[config.mk]
export PLATFORM = sky130hd
export DESIGN_NAME = cpu_control_fsm
export DESIGN_NICKNAME = d
export VERILOG_FILES = /design/src/rtl/pkg_cpu_typedefs.sv /design/src/rtl/cpu_alu_decoder.sv /design/src/rtl/cpu_control_fsm.sv
export SDC_FILE = /design/constraint.sdc
export NUM_CORES = 1
export LEC_CHECK = 0
export BUFFER_PORTS_ARGS = -buffer_cell sky130_fd_sc_hd__clkbuf_2
export CAP_MARGIN = 40
export CORE_AREA = 2 2 56 63
export CTS_CLUSTER_DIAMETER = 100
export DETAILED_ROUTE_END_ITERATION = 8
export DIE_AREA = 0 0 58 65
export GPL_TIMING_DRIVEN = 0
export PLACE_DENSITY = 0.64
export SLEW_MARGIN = 10
export SYNTH_ARGS = -nofsm -noshare
export SYNTH_HDL_FRONTEND = slang
export SYNTH_SLANG_ARGS = --single-unit
[constraint.sdc]
create_clock -name clk -period 6.6 [get_ports clk]
set_input_delay 1.98 -clock clk [delete_from_list [all_inputs] [get_ports clk]]
set_output_delay 1.98 -clock clk [all_outputs]
set_load 0.05 [all_outputs]
[src/rtl/pkg_cpu_typedefs.sv]
// Shared type definitions for the RV32I multicycle core: ALU operations,
// control FSM states, opcode constants and datapath select encodings.
package pkg_cpu_typedefs;

  typedef enum logic [3:0] {
    ALU_ADD  = 4'd0,
    ALU_SUB  = 4'd1,
    ALU_SLL  = 4'd2,
    ALU_SLT  = 4'd3,
    ALU_SLTU = 4'd4,
    ALU_XOR  = 4'd5,
    ALU_SRL  = 4'd6,
    ALU_SRA  = 4'd7,
    ALU_OR   = 4'd8,
    ALU_AND  = 4'd9
  } alu_op_t;

  typedef enum logic [3:0] {
    ST_FETCH     = 4'd0,
    ST_DECODE    = 4'd1,
    ST_MEM_ADDR  = 4'd2,
    ST_MEM_READ  = 4'd3,
    ST_MEM_WB    = 4'd4,
    ST_MEM_WRITE = 4'd5,
    ST_EXEC_R    = 4'd6,
    ST_EXEC_I    = 4'd7,
    ST_ALU_WB    = 4'd8,
    ST_BRANCH    = 4'd9,
    ST_JALR      = 4'd10,
    ST_JAL       = 4'd11,
    ST_LUI       = 4'd12,
    ST_AUIPC     = 4'd13
  } cpu_state_t;

  // Major opcodes
  localparam logic [6:0] OPC_LOAD   = 7'b0000011;
  localparam logic [6:0] OPC_STORE  = 7'b0100011;
  localparam logic [6:0] OPC_OP     = 7'b0110011;
  localparam logic [6:0] OPC_OP_IMM = 7'b0010011;
  localparam logic [6:0] OPC_BRANCH = 7'b1100011;
  localparam logic [6:0] OPC_JAL    = 7'b1101111;
  localparam logic [6:0] OPC_JALR   = 7'b1100111;
  localparam logic [6:0] OPC_LUI    = 7'b0110111;
  localparam logic [6:0] OPC_AUIPC  = 7'b0010111;

  // ALU operand A sources
  localparam logic [1:0] SRC_A_PC     = 2'd0;
  localparam logic [1:0] SRC_A_OLD_PC = 2'd1;
  localparam logic [1:0] SRC_A_RS1    = 2'd2;
  localparam logic [1:0] SRC_A_ZERO   = 2'd3;

  // ALU operand B sources
  localparam logic [1:0] SRC_B_RS2  = 2'd0;
  localparam logic [1:0] SRC_B_IMM  = 2'd1;
  localparam logic [1:0] SRC_B_FOUR = 2'd2;

  // Immediate formats
  localparam logic [2:0] IMM_I = 3'd0;
  localparam logic [2:0] IMM_S = 3'd1;
  localparam logic [2:0] IMM_B = 3'd2;
  localparam logic [2:0] IMM_J = 3'd3;
  localparam logic [2:0] IMM_U = 3'd4;

  // Register-file / PC write-back sources
  localparam logic [1:0] RES_ALU_OUT = 2'd0;
  localparam logic [1:0] RES_MEM     = 2'd1;
  localparam logic [1:0] RES_ALU     = 2'd2;

  // Memory address sources
  localparam logic ADDR_PC      = 1'b0;
  localparam logic ADDR_ALU_OUT = 1'b1;

  // Arithmetic/logic op from funct3; sub_en/sra_en pick the alternate
  // encodings that share funct3 000 and 101.
  function automatic alu_op_t funct3_to_op(logic [2:0] funct3, logic sub_en, logic sra_en);
    alu_op_t op;
    case (funct3)
      3'b000:  op = sub_en ? ALU_SUB : ALU_ADD;
      3'b001:  op = ALU_SLL;
      3'b010:  op = ALU_SLT;
      3'b011:  op = ALU_SLTU;
      3'b100:  op = ALU_XOR;
      3'b101:  op = sra_en ? ALU_SRA : ALU_SRL;
      3'b110:  op = ALU_OR;
      default: op = ALU_AND;
    endcase
    return op;
  endfunction

endpackage

[src/rtl/cpu_alu_decoder.sv]
// Combinational instruction classifier: ALU operation for R, OP-IMM and
// branch instructions, plus detection of undecodable encodings.
module cpu_alu_decoder
  import pkg_cpu_typedefs::*;
(
  input  logic [6:0] opcode,
  input  logic [2:0] funct3,
  input  logic [6:0] funct7,
  output alu_op_t    alu_op,
  output logic       illegal
);

  logic f7_zero;
  logic f7_alt;

  assign f7_zero = (funct7 == 7'h00);
  assign f7_alt  = (funct7 == 7'h20);

  // Decode the operation and legality of the current opcode
  always_comb begin
    alu_op  = ALU_ADD;
    illegal = 1'b0;
    case (opcode)
      OPC_OP: begin
        alu_op  = funct3_to_op(funct3, funct7[5], funct7[5]);
        illegal = !(f7_zero || (f7_alt && (funct3 == 3'b000 || funct3 == 3'b101)));
      end
      OPC_OP_IMM: begin
        alu_op = funct3_to_op(funct3, 1'b0, funct7[5]);
        if (funct3 == 3'b001) begin
          illegal = !f7_zero;
        end else if (funct3 == 3'b101) begin
          illegal = !(f7_zero || f7_alt);
        end
      end
      OPC_BRANCH: begin
        case (funct3[2:1])
          2'b00:   alu_op = ALU_SUB;
          2'b10:   alu_op = ALU_SLT;
          2'b11:   alu_op = ALU_SLTU;
          default: illegal = 1'b1;
        endcase
      end
      OPC_LOAD: begin
        illegal = (funct3 == 3'b011) || (funct3 == 3'b110) || (funct3 == 3'b111);
      end
      OPC_STORE: begin
        illegal = (funct3 > 3'b010);
      end
      OPC_JAL, OPC_JALR, OPC_LUI, OPC_AUIPC: begin
        illegal = 1'b0;
      end
      default: begin
        illegal = 1'b1;
      end
    endcase
  end

endmodule

[src/rtl/cpu_control_fsm.sv]
// Multicycle RV32I control unit: sequences fetch, decode, execute, memory
// and write-back, steering the ALU selects and datapath write enables.
module cpu_control_fsm
  import pkg_cpu_typedefs::*;
#(
  parameter int DATA_WIDTH = 32
) (
  input  logic                  clk,
  input  logic                  rst_n,
  input  logic [DATA_WIDTH-1:0] instr,
  input  logic                  z_flag,
  input  logic                  mem_ready,
  output logic [3:0]            alu_op_sel,
  output logic [1:0]            alu_src_a_sel,
  output logic [1:0]            alu_src_b_sel,
  output logic [2:0]            imm_sel,
  output logic [1:0]            result_sel,
  output logic                  addr_sel,
  output logic                  pc_we,
  output logic                  ir_we,
  output logic                  rf_we,
  output logic                  mem_req,
  output logic                  mem_we,
  output logic                  illegal_instr,
  output logic [3:0]            fsm_state
);

  cpu_state_t state_reg;
  cpu_state_t state_next;

  logic [6:0] opcode;
  logic [2:0] funct3;
  logic [6:0] funct7;
  alu_op_t    dec_op;
  logic       dec_illegal;

  assign opcode = instr[6:0];
  assign funct3 = instr[14:12];
  assign funct7 = instr[31:25];

  // Register indices and immediates are consumed by the datapath only
  logic unused_instr_bits;
  assign unused_instr_bits = ^{instr[24:15], instr[11:7]};

  cpu_alu_decoder u_alu_decoder (
    .opcode  (opcode),
    .funct3  (funct3),
    .funct7  (funct7),
    .alu_op  (dec_op),
    .illegal (dec_illegal)
  );

  // State register with synchronous active-low reset back to FETCH
  always_ff @(posedge clk) begin
    if (!rst_n) begin
      state_reg <= ST_FETCH;
    end else begin
      state_reg <= state_next;
    end
  end

  // Next-state and output decode; everything is forced low during reset
  always_comb begin
    state_next    = state_reg;
    alu_op_sel    = ALU_ADD;
    alu_src_a_sel = SRC_A_PC;
    alu_src_b_sel = SRC_B_RS2;
    imm_sel       = IMM_I;
    result_sel    = RES_ALU_OUT;
    addr_sel      = ADDR_PC;
    pc_we         = 1'b0;
    ir_we         = 1'b0;
    rf_we         = 1'b0;
    mem_req       = 1'b0;
    mem_we        = 1'b0;
    illegal_instr = 1'b0;
    fsm_state     = ST_FETCH;
    if (rst_n) begin
      fsm_state = state_reg;
      case (state_reg)
        ST_FETCH: begin
          addr_sel      = ADDR_PC;
          mem_req       = 1'b1;
          alu_src_a_sel = SRC_A_PC;
          alu_src_b_sel = SRC_B_FOUR;
          result_sel    = RES_ALU;
          ir_we         = mem_ready;
          pc_we         = mem_ready;
          if (mem_ready) state_next = ST_DECODE;
        end
        ST_DECODE: begin
          // Branch/jump target precomputed into the ALU-out register
          alu_src_a_sel = SRC_A_OLD_PC;
          alu_src_b_sel = SRC_B_IMM;
          imm_sel       = (opcode == OPC_JAL) ? IMM_J : IMM_B;
          if (dec_illegal) begin
            illegal_instr = 1'b1;
            state_next    = ST_FETCH;
          end else begin
            case (opcode)
              OPC_LOAD, OPC_STORE: state_next = ST_MEM_ADDR;
              OPC_OP:              state_next = ST_EXEC_R;
              OPC_OP_IMM:          state_next = ST_EXEC_I;
              OPC_BRANCH:          state_next = ST_BRANCH;
              OPC_JAL:             state_next = ST_JAL;
              OPC_JALR:            state_next = ST_JALR;
              OPC_LUI:             state_next = ST_LUI;
              OPC_AUIPC:           state_next = ST_AUIPC;
              default:             state_next = ST_FETCH;
            endcase
          end
        end
        ST_MEM_ADDR: begin
          alu_src_a_sel = SRC_A_RS1;
          alu_src_b_sel = SRC_B_IMM;
          imm_sel       = (opcode == OPC_LOAD) ? IMM_I : IMM_S;
          state_next    = (opcode == OPC_LOAD) ? ST_MEM_READ : ST_MEM_WRITE;
        end
        ST_MEM_READ: begin
          addr_sel = ADDR_ALU_OUT;
          mem_req  = 1'b1;
          if (mem_ready) state_next = ST_MEM_WB;
        end
        ST_MEM_WB: begin
          result_sel = RES_MEM;
          rf_we      = 1'b1;
          state_next = ST_FETCH;
        end
        ST_MEM_WRITE: begin
          addr_sel = ADDR_ALU_OUT;
          mem_req  = 1'b1;
          mem_we   = 1'b1;
          if (mem_ready) state_next = ST_FETCH;
        end
        ST_EXEC_R: begin
          alu_src_a_sel = SRC_A_RS1;
          alu_src_b_sel = SRC_B_RS2;
          alu_op_sel    = dec_op;
          state_next    = ST_ALU_WB;
        end
        ST_EXEC_I: begin
          alu_src_a_sel = SRC_A_RS1;
          alu_src_b_sel = SRC_B_IMM;
          imm_sel       = IMM_I;
          alu_op_sel    = dec_op;
          state_next    = ST_ALU_WB;
        end
        ST_ALU_WB: begin
          result_sel = RES_ALU_OUT;
          rf_we      = 1'b1;
          state_next = ST_FETCH;
        end
        ST_BRANCH: begin
          // funct3[0] inverts the sense; the SLT family inverts it again
          alu_src_a_sel = SRC_A_RS1;
          alu_src_b_sel = SRC_B_RS2;
          result_sel    = RES_ALU_OUT;
          alu_op_sel    = dec_op;
          pc_we         = z_flag ^ funct3[0] ^ funct3[2];
          state_next    = ST_FETCH;
        end
        ST_JALR: begin
          alu_src_a_sel = SRC_A_RS1;
          alu_src_b_sel = SRC_B_IMM;
          imm_sel       = IMM_I;
          state_next    = ST_JAL;
        end
        ST_JAL: begin
          // PC takes the target while the ALU forms the link address
          pc_we         = 1'b1;
          result_sel    = RES_ALU_OUT;
          alu_src_a_sel = SRC_A_OLD_PC;
          alu_src_b_sel = SRC_B_FOUR;
          state_next    = ST_ALU_WB;
        end
        ST_LUI: begin
          alu_src_a_sel = SRC_A_ZERO;
          alu_src_b_sel = SRC_B_IMM;
          imm_sel       = IMM_U;
          state_next    = ST_ALU_WB;
        end
        ST_AUIPC: begin
          alu_src_a_sel = SRC_A_OLD_PC;
          alu_src_b_sel = SRC_B_IMM;
          imm_sel       = IMM_U;
          state_next    = ST_ALU_WB;
        end
        default: begin
          state_next = ST_FETCH;
        end
      endcase
    end
  end

endmodule
---- Word level (Yosys, flattened, before mapping) ----
Index checks and enable logic that the tools add are counted.
cells by class
  $lt $le $gt $ge ......................... 1
  equality and inequality tests ........... 35
  muxes and demuxes ....................... 45
  bitwise operators ....................... 2
  reduce and logical (&&, ||, !) cells .... 27
operators by type and width
  cell                                                             number
  4-bit case mux with 7 select lines                               3
  4-bit case mux with 8 select lines                               1
  7-bit by 6-bit == test with 1-bit output, second input constant  4
  4-bit two-way mux                                                7
  4-bit == test, second input constant                             6
  7-bit == test, second input constant                             3
  1-bit two-way mux                                                21
  3-bit case mux with 3 select lines                               2
  4-bit by 3-bit == test with 1-bit output, second input constant  4
  7-bit by 5-bit == test with 1-bit output, second input constant  2
  3-bit == test, second input constant                             4
  4-bit case mux with 3 select lines                               1
  3-bit OR reduction                                               4
  2-bit OR reduction                                               5
  5-bit OR reduction                                               2
  4-bit by 2-bit == test with 1-bit output, second input constant  2
  2-bit case mux with 2 select lines                               2
  7-bit by 2-bit == test with 1-bit output, second input constant  1
  7-bit zero test                                                  1
  3-bit by 2-bit == test with 1-bit output, second input constant  2
  2-bit two-way mux                                                3
  3-bit two-way mux                                                2
  2-bit != test, second input constant                             3
  1-bit case mux with 6 select lines                               1
  16 further kinds                                                 24
storage, ports and cells
  register bits after elaboration ......... 4
  input port bits ......................... 36
  output and inout bits ................... 24
  logic and storage cells ................. 111

---- Longest topological paths before layout ----
Gate-level depths: netlist (run 1).
  depth in word-level cells ............... 9
  mapped depth ............................ 7
  depth with buffers taken out ............ 5

---- Cells and area by module ----
Synthesis (run 1) repeated with hierarchy kept, for this count alone.
second synthesis, totals
  cells, all modules ...................... 169
  area, all modules ....................... 1,091.0 µm²
by module, submodules not included
  module           instances  cells an instance  area each (µm²)  seq. area each (µm²)
  cpu_control_fsm  1          120                804.5            80.1
  cpu_alu_decoder  1          49                 286.5            0.0

---- Worst setup path before layout (run 1) ----
Ideal clock, no wire load.
  kind .................................... in2out
  start ................................... in rst_n
  end ..................................... out ir_we
  data arrival time ....................... 4.756 ns
  required time ........................... 4.620 ns
  path slack .............................. -0.136 ns
  stages on the path ...................... 4
  buffers on the path ..................... 1
  cells stage by stage .................... clkdlybuf4s50_2 nand2b_1 nor4_1 and2_1
between the ends
  longest elaborated chain between the ends .. 1
RTL lines
  item                line                   source
  start: declaration  cpu_control_fsm.sv:9   input logic rst_n,
  1-bit two-way mux   cpu_control_fsm.sv:78  if (rst_n) begin
  end: declaration    cpu_control_fsm.sv:20  output logic ir_we,
Every way passes these cells.

---- Final worst setup path (run 1) ----
  start ................................... in instr[26]
  end ..................................... out illegal_instr
between the ends
  longest elaborated chain between the ends .. 9
  elaborated cells between the ends (all ways) .. 14
  those cells by class .................... eq/ne (1); mux (6); reduce/logical (7)
RTL lines
  item                                                                         line                                          source
  start: declaration                                                           cpu_control_fsm.sv:10                         input logic [DATA_WIDTH-1:0] instr,
  7-bit by 6-bit == test with 1-bit output or 7-bit zero test (tied branches)  cpu_alu_decoder.sv:17, cpu_alu_decoder.sv:16
  1-bit logical OR                                                             cpu_alu_decoder.sv:33                         illegal = !(f7_zero || f7_alt);
  1-bit zero test                                                              cpu_alu_decoder.sv:33
  1-bit two-way mux                                                            cpu_alu_decoder.sv:32                         end else if (funct3 == 3'b101) begin
  1-bit two-way mux                                                            cpu_alu_decoder.sv:30                         if (funct3 == 3'b001) begin
  1-bit case mux with 6 select lines *                                         cpu_alu_decoder.sv:23                         case (opcode)
  1-bit two-way mux *                                                          cpu_control_fsm.sv:96                         if (dec_illegal) begin
  1-bit two-way mux *                                                          cpu_control_fsm.sv:80                         case (state_reg)
  1-bit two-way mux *                                                          cpu_control_fsm.sv:78
  end: declaration                                                             cpu_control_fsm.sv:24                         output logic illegal_instr,
Every way passes the cells marked *; elsewhere a longest branch is shown, timed or not.

==> reports/metrics.csv, run 1 <==
stage,metric,value,unit
place,dp_hpwl,2270,um
die,core,3190,um^2
critical_path,worstSetupEndpointType,output port,
logic_synthesis,syn_area,1020,um^2
sta,slew_viol_final,0,
global_routing,antenna_found_initial,0,
global_routing,grt_remaining_overflow,0,
die,floorplan.rows,22,
pwr,max-vdd-ir-drop,0.0362,mV
place,placed_area,1270,um^2
hold_path,min_delay_path_depth,4,
pwr,combPwrFrac,51.2,%
hold_path,hold_path.class,flop to flop,
detailed_routing,vias,1242,
die,die_area,3770,um^2
run_status,status,"finished, final reports clean",
logic_synthesis,ys_seq_elements,4,
logic_synthesis,synth-main-ff-cell,dfxtp_1,
sta,fin_crit_sh,88.9,%
logic_synthesis,synth_edf_count,0,
critical_path,arrival,3890,ps
global_routing,grt_max_degree,11,
critical_path,reg2reg_depth,6,
cells_and_area,drive_above_1_share,33.0,%
cells_and_area,area.growth.synth_to_final,26.3,%
logic_synthesis,yosysWarningCount,0,
global_routing,track_usage,15.1,%
logic_synthesis,synthArstFlopShare,0,%
logic_synthesis,yosysTopAreaCell,dfxtp_1,
critical_path,worstSetupPathType,input port to output port,
sta,rsz0062_at_grt,no,
critical_path,cp-start-kind,input port,
critical_path,reg2reg_slack,4410,ps
pwr,internal_power,0.0653,mW
sta,final-hold-violation-count,0,
clocking,hold_buffers,0,
sta,setup_tns,0,ps
detailed_routing,drc,0,
clocking,cts-buffers-inserted,3,
detailed_routing,ant_nets,0,
cells_and_area,fillCellCount,355,
cells_and_area,final_common_cell,clkbuf_2,
clocking,numClockSinks,4,
detailed_routing,wl,2850,um
critical_path,cp.required,4620,ps
die,initial_core_util,32.0,%
logic_synthesis,syn_inst,152,
clocking,insertion_delay,230,ps
critical_path,timing.critical_path.fanout_max,2,
place,port_buffers,39,
sta,relSlewSlack,60.9,%
flow_run,maxCapViolCount,0,
detailed_routing,routed_via_density,5.40,
clocking,clock_path_buffers,2,
hold_path,min_to,state_reg[0],
clocking,clk_pin_slew_worst_paths,40,ps
detailed_routing,routedWlPerCell,12.4,um
sta,max_freq,170,MHz
logic_synthesis,avgSynthCellArea,6.72,um^2
clocking,cts_max_level,1,
logic_synthesis,ys_seq_area_share,7.84,%
cells_and_area,fin_nets,232,
pwr,switchingPower,0.0459,mW
cells_and_area,antenna_cells,0,
logic_synthesis,netlist-cell-type-count,52,
pwr,leakagePower,0.532,nW
pwr,pwr-share-seq,22.4,%
detailed_routing,drtPass1Iterations,4,
pwr,clkPwrFrac,26.4,%
logic_synthesis,synth_area_leaders,"dfxtp_1, nor2_1, a21oi_1",
logic_synthesis,synth.top_cell.area_share,7.84,%
clocking,postCtsSetupRepairBufs,0,
sta,setup_viol,0,
die,io_pins,60,
cells_and_area,final_cell_mix,"clkbuf_2, nor2_1, nand2_1, a21oi_1",
cells_and_area,largest_register_ffs,4,
global_routing,grt_pass1_wl,4650,um
detailed_routing,drt_iter0_drc,23,
pwr,netSwitchingFraction,41.3,%
sta,skew,0.374,ps
global_routing,grt_pass1_vias,1071,
clocking,cts_tree,yes,
cells_and_area,fin_area,1290,um^2
pwr,powerDensity,86.3,nW/um^2
place,place.gp.congestion,0.839,
critical_path,rr_startpoint,state_reg[0],
clocking,cts-resized-gates,0,
logic_synthesis,synth_nets,188,
critical_path,timing.rr.end,state_reg[2],
hold_path,min_from,state_reg[0],
die,die-width,58,um
sta,max_slew.worst_pin.slew,581,ps
die,dieHeight,65,um
sta,post-route-min-period,5870,ps
clocking,root_buffer,clkbuf_4,
## metal layers
layer	part of all wire, %	up-vias	routed length [um]	track usage (%)
met5	0	-	0	0
met4	0.56	0	16	4.07
met3	5.4	2	154	1.60
met2	49	42	1390	26.6
met1	45	557	1280	19.3
li1	-	641	-	-
## layout make-up
type	count	area, um^2	share of cell area (%)
Multi-Input combinational cell	128	823	63.8
Timing Repair Buffer	39	195	15.1
Buffer	16	109	8.44
Sequential cell	4	80.1	6.21
Tap cell	36	45.0	3.49
Clock buffer	3	22.5	1.75
Inverter	4	15.0	1.16
## Yosys cell counts, types with 3 or more instances
library cell	count
a211oi_1	5
a21oi_1	11
a22oi_1	3
a32oi_1	3
and2_1	6
clkbuf_1	8
dfxtp_1	4
inv_1	4
nand2_1	11
nand2b_1	7
nand3b_1	5
nor2_1	18
nor2b_1	5
nor3_1	6
o21ai_0	8
xnor2_1	3
## worst max-delay path, stage by stage
cell and delay, ps:
clkbuf_2 80, or4_4 520, or4_4 490, a211oi_2 270, o21ai_0 140, and2_1 190, clkbuf_2 230
## metrics by stage
| step | std cells | power (mW) | worst slack, ps | util (%) | hold slack (ps) |
|---|---|---|---|---|---|
| floorplan | 152 | 0.0668 | 177 | - | 579 |
| global placement | 227 | 0.0818 | 698 | 39.7 | 617 |
| detailed placement | 227 | 0.0821 | 697 | 39.7 | 634 |
| CTS | 230 | 0.113 | 694 | 40.4 | 638 |
| global route | 230 | 0.120 | 634 | 40.4 | 691 |
| finish | 230 | 0.111 | 731 | 40.4 | 641 |
## cells by family (layout without fill, tap and decap cells)
| kind of cell | after synthesis | after routing | share of synthesized area (%) |
|---|---|---|---|
| AND/OR/NAND/NOR | 75 | 75 | 42.0 |
| AO/OA/AOI/OAI | 49 | 49 | 34.6 |
| buffers and inverters | 20 | 62 | 12.1 |
| XOR/XNOR | 4 | 4 | 3.43 |
| flip-flops | 4 | 4 | 7.84 |
## worst max-delay path by stage
stage | start | to | cells after the start
after global placement | instr[26] | illegal_instr | 7
after global routing | instr[6] | illegal_instr | 8
final | instr[26] | illegal_instr | 7
after floorplan | rst_n | illegal_instr | 4
after CTS | instr[26] | illegal_instr | 7
after detailed placement | instr[26] | illegal_instr | 7
## power by group through the flow
stage / Sequential [mW] / Clock [mW] / Combinational, mW
after floorplan: 0.0252 / 0 / 0.0415
after global placement: 0.0252 / 0 / 0.0565
after detailed placement: 0.0253 / 0 / 0.0569
after CTS: 0.0249 / 0.0309 / 0.0570
after global routing: 0.0249 / 0.0330 / 0.0622
final: 0.0249 / 0.0294 / 0.0569
Note: power is estimated with default switching activity, not from simulation.
==> run 2, diff against run 1 <==
--- a/config.mk
+++ b/config.mk
@@ -8,3 +8,3 @@
 export BUFFER_PORTS_ARGS = -buffer_cell sky130_fd_sc_hd__clkbuf_2
-export CAP_MARGIN = 40
+export CAP_MARGIN = 20
 export CORE_AREA = 2 2 56 63
@@ -14,3 +14,3 @@
 export GPL_TIMING_DRIVEN = 0
-export PLACE_DENSITY = 0.64
+export PLACE_DENSITY = 0.66
 export SLEW_MARGIN = 10
==> constraint.sdc (replaced) <==
create_clock -name clk -period 4.79 [get_ports clk]
set_input_delay 1.437 -clock clk [delete_from_list [all_inputs] [get_ports clk]]
set_output_delay 1.437 -clock clk [all_outputs]
set_load 0.02 [all_outputs]
==> reports/metrics.csv, run 2 (synthesis gave the netlist of run 1 again) <==
stage,metric,value,unit
run_status,status,"finished, final reports clean",
sta,relSlewSlack,64.6,%
cells_and_area,drive_above_1_share,32.5,%
detailed_routing,vias,1236,
critical_path,critical_path.slowest_cell,or4_4,
cells_and_area,largest_register_ffs,4,
sta,setup_viol,0,
clocking,cts_tree,yes,
detailed_routing,routedWlPerCell,12.4,um
critical_path,arrival,3220,ps
sta,slew_viol_final,0,
global_routing,grt_remaining_overflow,0,
critical_path,crit_buf_inv,2,
cells_and_area,final_common_cell,clkbuf_2,
detailed_routing,drtPass1Iterations,4,
flow_run,maxCapViolCount,0,
critical_path,cp-start-kind,input port,
clocking,cts-buffers-inserted,3,
sta,post-route-min-period,4660,ps
sta,fin_crit_sh,97.3,%
die,core,3190,um^2
global_routing,antenna_found_initial,0,
cells_and_area,final_cell_mix,"clkbuf_2, nor2_1, nand2_1, a21oi_1",
place,port_buffers,39,
critical_path,worstSetupEndpointType,output port,
sta,rsz0062_at_grt,no,
critical_path,cp_cell_sequence,clkbuf_2 > or4_4 > or4_4 > a211oi_2 > o21ai_0 > and2_1 > clkbuf_2,
sta,max_freq,215,MHz
critical_path,cp.required,3350,ps
critical_path,startpoint,instr[26],
clocking,clk_pin_slew_worst_paths,40,ps
die,die-width,58,um
critical_path,cp_top_family,simple AND/OR/NAND/NOR gates,
critical_path,timing.critical_path.fanout_max,2,
pwr,leakagePower,0.532,nW
die,die_area,3770,um^2
detailed_routing,routed_via_density,5.37,
detailed_routing,wl,2850,um
place,place.gp.congestion,0.914,
hold_path,hold_path.class,flop to flop,
critical_path,critPathMaxStageDelay,520,ps
sta,setup_tns,0,ps
sta,final-hold-violation-count,0,
clocking,cts_max_level,1,
die,dieHeight,65,um
cells_and_area,antenna_cells,0,
die,io_pins,60,
cells_and_area,fin_nets,232,
place,dp_hpwl,2220,um
die,initial_core_util,32.0,%
sta,max_slew.worst_pin.slew,527,ps
detailed_routing,ant_nets,0,
global_routing,track_usage,15.0,%
hold_path,min_from,state_reg[0],
global_routing,grt_pass1_vias,1060,
clocking,numClockSinks,4,
critical_path,worstSetupPathType,input port to output port,
critical_path,rr_startpoint,state_reg[0],
die,floorplan.rows,22,
sta,skew,0.274,ps
global_routing,grt_max_degree,11,
clocking,insertion_delay,230,ps
pwr,powerDensity,111,nW/um^2
clocking,hold_buffers,0,
detailed_routing,drc,0,
sta,hold_ws,636,ps
clocking,root_buffer,clkbuf_4,
cells_and_area,area.growth.synth_to_final,27.0,%
pwr,max-vdd-ir-drop,0.0472,mV
clocking,clock_path_buffers,2,
critical_path,reg2reg_slack,2680,ps
global_routing,grt_pass1_wl,4600,um
detailed_routing,drt_iter0_drc,49,
-- run 2: routing by layer --
| metal | part of all wire [%] | wire length, um | track usage (%) |
|---|---|---|---|
| met5 | 0 | 0 | 0 |
| met1 | 46 | 1300 | 19.8 |
| met3 | 6.4 | 181 | 0.599 |
| met4 | 0 | 0 | 4.36 |
| met2 | 48 | 1360 | 26.3 |
-- run 2: stage by stage --
| step | setup slack (ps) | utilization [%] | std cells | total power, mW | cell area, um^2 |
|---|---|---|---|---|---|
| detailed placement | 121 | 39.5 | 227 | 0.102 | 1260 |
| floorplan | 217 | - | 152 | 0.0813 | 1020 |
| global route | 53.8 | 40.6 | 230 | 0.154 | 1300 |
| global placement | 115 | 39.5 | 227 | 0.102 | 1260 |
| finish | 130 | 40.6 | 230 | 0.144 | 1300 |
| CTS | 112 | 40.2 | 230 | 0.145 | 1280 |
-- run 2: what timing repair did --
action / 4_1_cts / 5_1_grt
endpoints found under the hold margin: 0 / 0
setup buffers: 0 / 0
setup endpoints to repair: 0 / 1
resized for setup: 0 / 1
-- run 2: final cells by class --
cell class | instances | area [um^2]
multi-input cells | 128 | 830
inverters | 4 | 15.0
clock buffers | 3 | 22.5
repair buffers | 39 | 195
flip-flops and latches | 4 | 80.1
well taps | 36 | 45.0
plain buffers | 16 | 109
fillers | 350 | 1900
-- run 2: worst paths after layout --
kind | end | depth (start not counted)
setup / recovery | illegal_instr | 7
hold / removal | state_reg[0] | 4
setup reg to reg | state_reg[2] | 6
hold reg to reg | state_reg[0] | 4
-- run 2: worst min-delay path: stages, from the launching register on --
cell	delay (ps)
dfxtp_1	300
nand2b_1	80
o32ai_1	70
nand2_1	70
o31ai_1	60
-- run 2: where the power goes --
part	internal, mW	switching (mW)
registers	0.0340	0.000270
logic	0.0282	0.0410
clock network	0.0280	0.0130
total	0.0902	0.0542
==> run 3, diff against run 2 <==
ABC_AREA = 0   (was not set)
PLACE_DENSITY = 0.64   (was 0.66)
clock period = 4.67 ns   (was 4.79 ns; I/O delays follow)
==> reports/metrics.csv, run 3 (synthesis gave the netlist of run 1 again) <==
stage,metric,value,unit
detailed_routing,routed_via_density,5.42,
flow_run,maxCapViolCount,0,
sta,final-hold-violation-count,0,
pwr,clkPwrFrac,28.6,%
hold_path,hold_path.class,flop to flop,
detailed_routing,wl,2940,um
clocking,clock_path_buffers,2,
cells_and_area,final_cell_mix,"clkbuf_2, nor2_1, nand2_1, a21oi_1",
sta,post-route-min-period,4580,ps
place,dp_hpwl,2330,um
sta,max_slew.worst_pin.slew,428,ps
clocking,insertion_delay,240,ps
sta,relSlewSlack,71.3,%
die,io_pins,60,
die,dieHeight,65,um
sta,fin_crit_sh,98.1,%
critical_path,reg2reg_slack,2610,ps
global_routing,grt_max_degree,11,
clocking,cts-buffers-inserted,3,
critical_path,crit_end,illegal_instr,
sta,slew_viol_final,0,
global_routing,grt_remaining_overflow,0,
die,floorplan.rows,22,
sta,rsz0062_at_grt,no,
die,die_area,3770,um^2
die,core,3190,um^2
clocking,numClockSinks,4,
cells_and_area,fillCellCount,341,
cells_and_area,area.growth.synth_to_final,28.3,%
die,initial_core_util,32.0,%
detailed_routing,vias,1246,
critical_path,critical_path.slowest_cell,or4_4,
pwr,finalPower,0.150,mW
clocking,root_buffer,clkbuf_4,
global_routing,grt_pass1_wl,5250,um
critical_path,timing.critical_path.fanout_max,2,
die,die-width,58,um
critical_path,reg2reg_depth,6,
critical_path,cp_cell_sequence,clkbuf_2 > or4_4 > or4_4 > a211oi_4 > o21ai_0 > and2_1 > clkbuf_2,
sta,setup_viol,0,
global_routing,track_usage,17.0,%
critical_path,arrival,3180,ps
cells_and_area,final_common_cell,clkbuf_2,
pwr,max-vdd-ir-drop,0.0555,mV
detailed_routing,drt_iter0_drc,81,
place,place.gp.congestion,0.881,
place,place_worst_setup_slack,64.8,ps
place,port_buffers,39,
pwr,powerDensity,115,nW/um^2
critical_path,rr_startpoint,state_reg[0],
cells_and_area,drive_above_1_share,33.0,%
clocking,clk_pin_slew_worst_paths,40,ps
run_status,status,"finished, final reports clean",
pwr,leakagePower,0.536,nW
critical_path,worstSetupPathType,input port to output port,
cells_and_area,fin_nets,232,
critical_path,timing.rr.end,state_reg[2],
sta,setup_slack,87.4,ps
critical_path,worstSetupEndpointType,output port,
clocking,cts_tree,yes,
detailed_routing,drtPass1Iterations,6,
critical_path,critPathMaxStageDelay,520,ps
detailed_routing,drc,0,
cells_and_area,largest_register_ffs,4,
critical_path,cp-start-kind,input port,
clocking,cts_max_level,1,
sta,max_freq,218,MHz
critical_path,cp.required,3270,ps
pwr,internal_power,0.0931,mW
sta,skew,1.31,ps
global_routing,antenna_found_initial,0,
pwr,pwr-share-seq,23.4,%
critical_path,startpoint,instr[26],
detailed_routing,ant_nets,0,
cells_and_area,antenna_cells,0,
sta,setup_tns,0,ps
pwr,netSwitchingFraction,38.1,%
global_routing,grt_pass1_vias,1183,
detailed_routing,routedWlPerCell,12.8,um
pwr,combPwrFrac,48.0,%
pwr,switchingPower,0.0573,mW
-- run 3: cell types whose count changed in the layout (fill, tap and decap cells not counted) --
cell,previous run,this run
a211oi_2,1,0
a211oi_4,0,1
nor4b_1,1,0
nor4b_2,0,1
-- run 3: stage by stage --
step	cells	hold WS, ps	utilization (%)	instance area, um^2
6_report	230	655	41.0	1310
5_1_grt	230	686	41.0	1310
4_1_cts	230	643	40.2	1280
3_5_place_dp	227	638	39.5	1260
3_3_place_gp	227	608	39.5	1260
2_1_floorplan	152	579	-	1020
-- run 3: critical path: cells and delay by family --
kind | cells | cell delay [ps]
buf+inv | 2 | 230
simple gates | 3 | 1210
compound gates | 2 | 340
-- run 3: layout make-up --
| class | count | area (um^2) | area share, % |
|---|---|---|---|
| plain buffers | 16 | 109 | 8.31 |
| clock buffers | 3 | 22.5 | 1.72 |
| flip-flops and latches | 4 | 80.1 | 6.11 |
| well taps | 36 | 45.0 | 3.44 |
| inverters | 4 | 15.0 | 1.15 |
| repair buffers | 39 | 195 | 14.9 |
| multi-input cells | 128 | 843 | 64.4 |
-- run 3: layer usage --
| metal | GRT usage, % | up-vias | share of wire [%] |
|---|---|---|---|
| met5 | 0 | - | 0 |
| met2 | 29.0 | 42 | 47 |
| met4 | 6.10 | 0 | 1.4 |
| met3 | 1.20 | 5 | 5.6 |
| li1 | - | 642 | - |
| met1 | 22.1 | 557 | 46 |
-- run 3: timing repair --
action	in CTS	in global routing
resized for setup	0	3
buffers inserted	0	0
endpoints found under the setup margin	0	1
hold buffers	0	0
-- run 3: power by group through the flow --
| stage | clock network (mW) | registers (mW) | logic [mW] |
|---|---|---|---|
| 6_report | 0.0430 | 0.0352 | 0.0723 |
| 4_1_cts | 0.0440 | 0.0352 | 0.0698 |
| 3_5_place_dp | 0 | 0.0357 | 0.0695 |
| 2_1_floorplan | 0 | 0.0356 | 0.0477 |
| 3_3_place_gp | 0 | 0.0357 | 0.0693 |
| 5_1_grt | 0.0471 | 0.0352 | 0.0807 |
-- run 3: how the worst min path moves through the flow --
stage / cells past startpoint / endpoint / start
floorplan: 4 / state_reg[0] / state_reg[0]
global placement: 4 / state_reg[0] / state_reg[0]
detailed placement: 4 / state_reg[0] / state_reg[0]
CTS: 4 / state_reg[0] / state_reg[0]
global route: 4 / state_reg[0] / state_reg[0]
finish: 4 / state_reg[0] / state_reg[0]
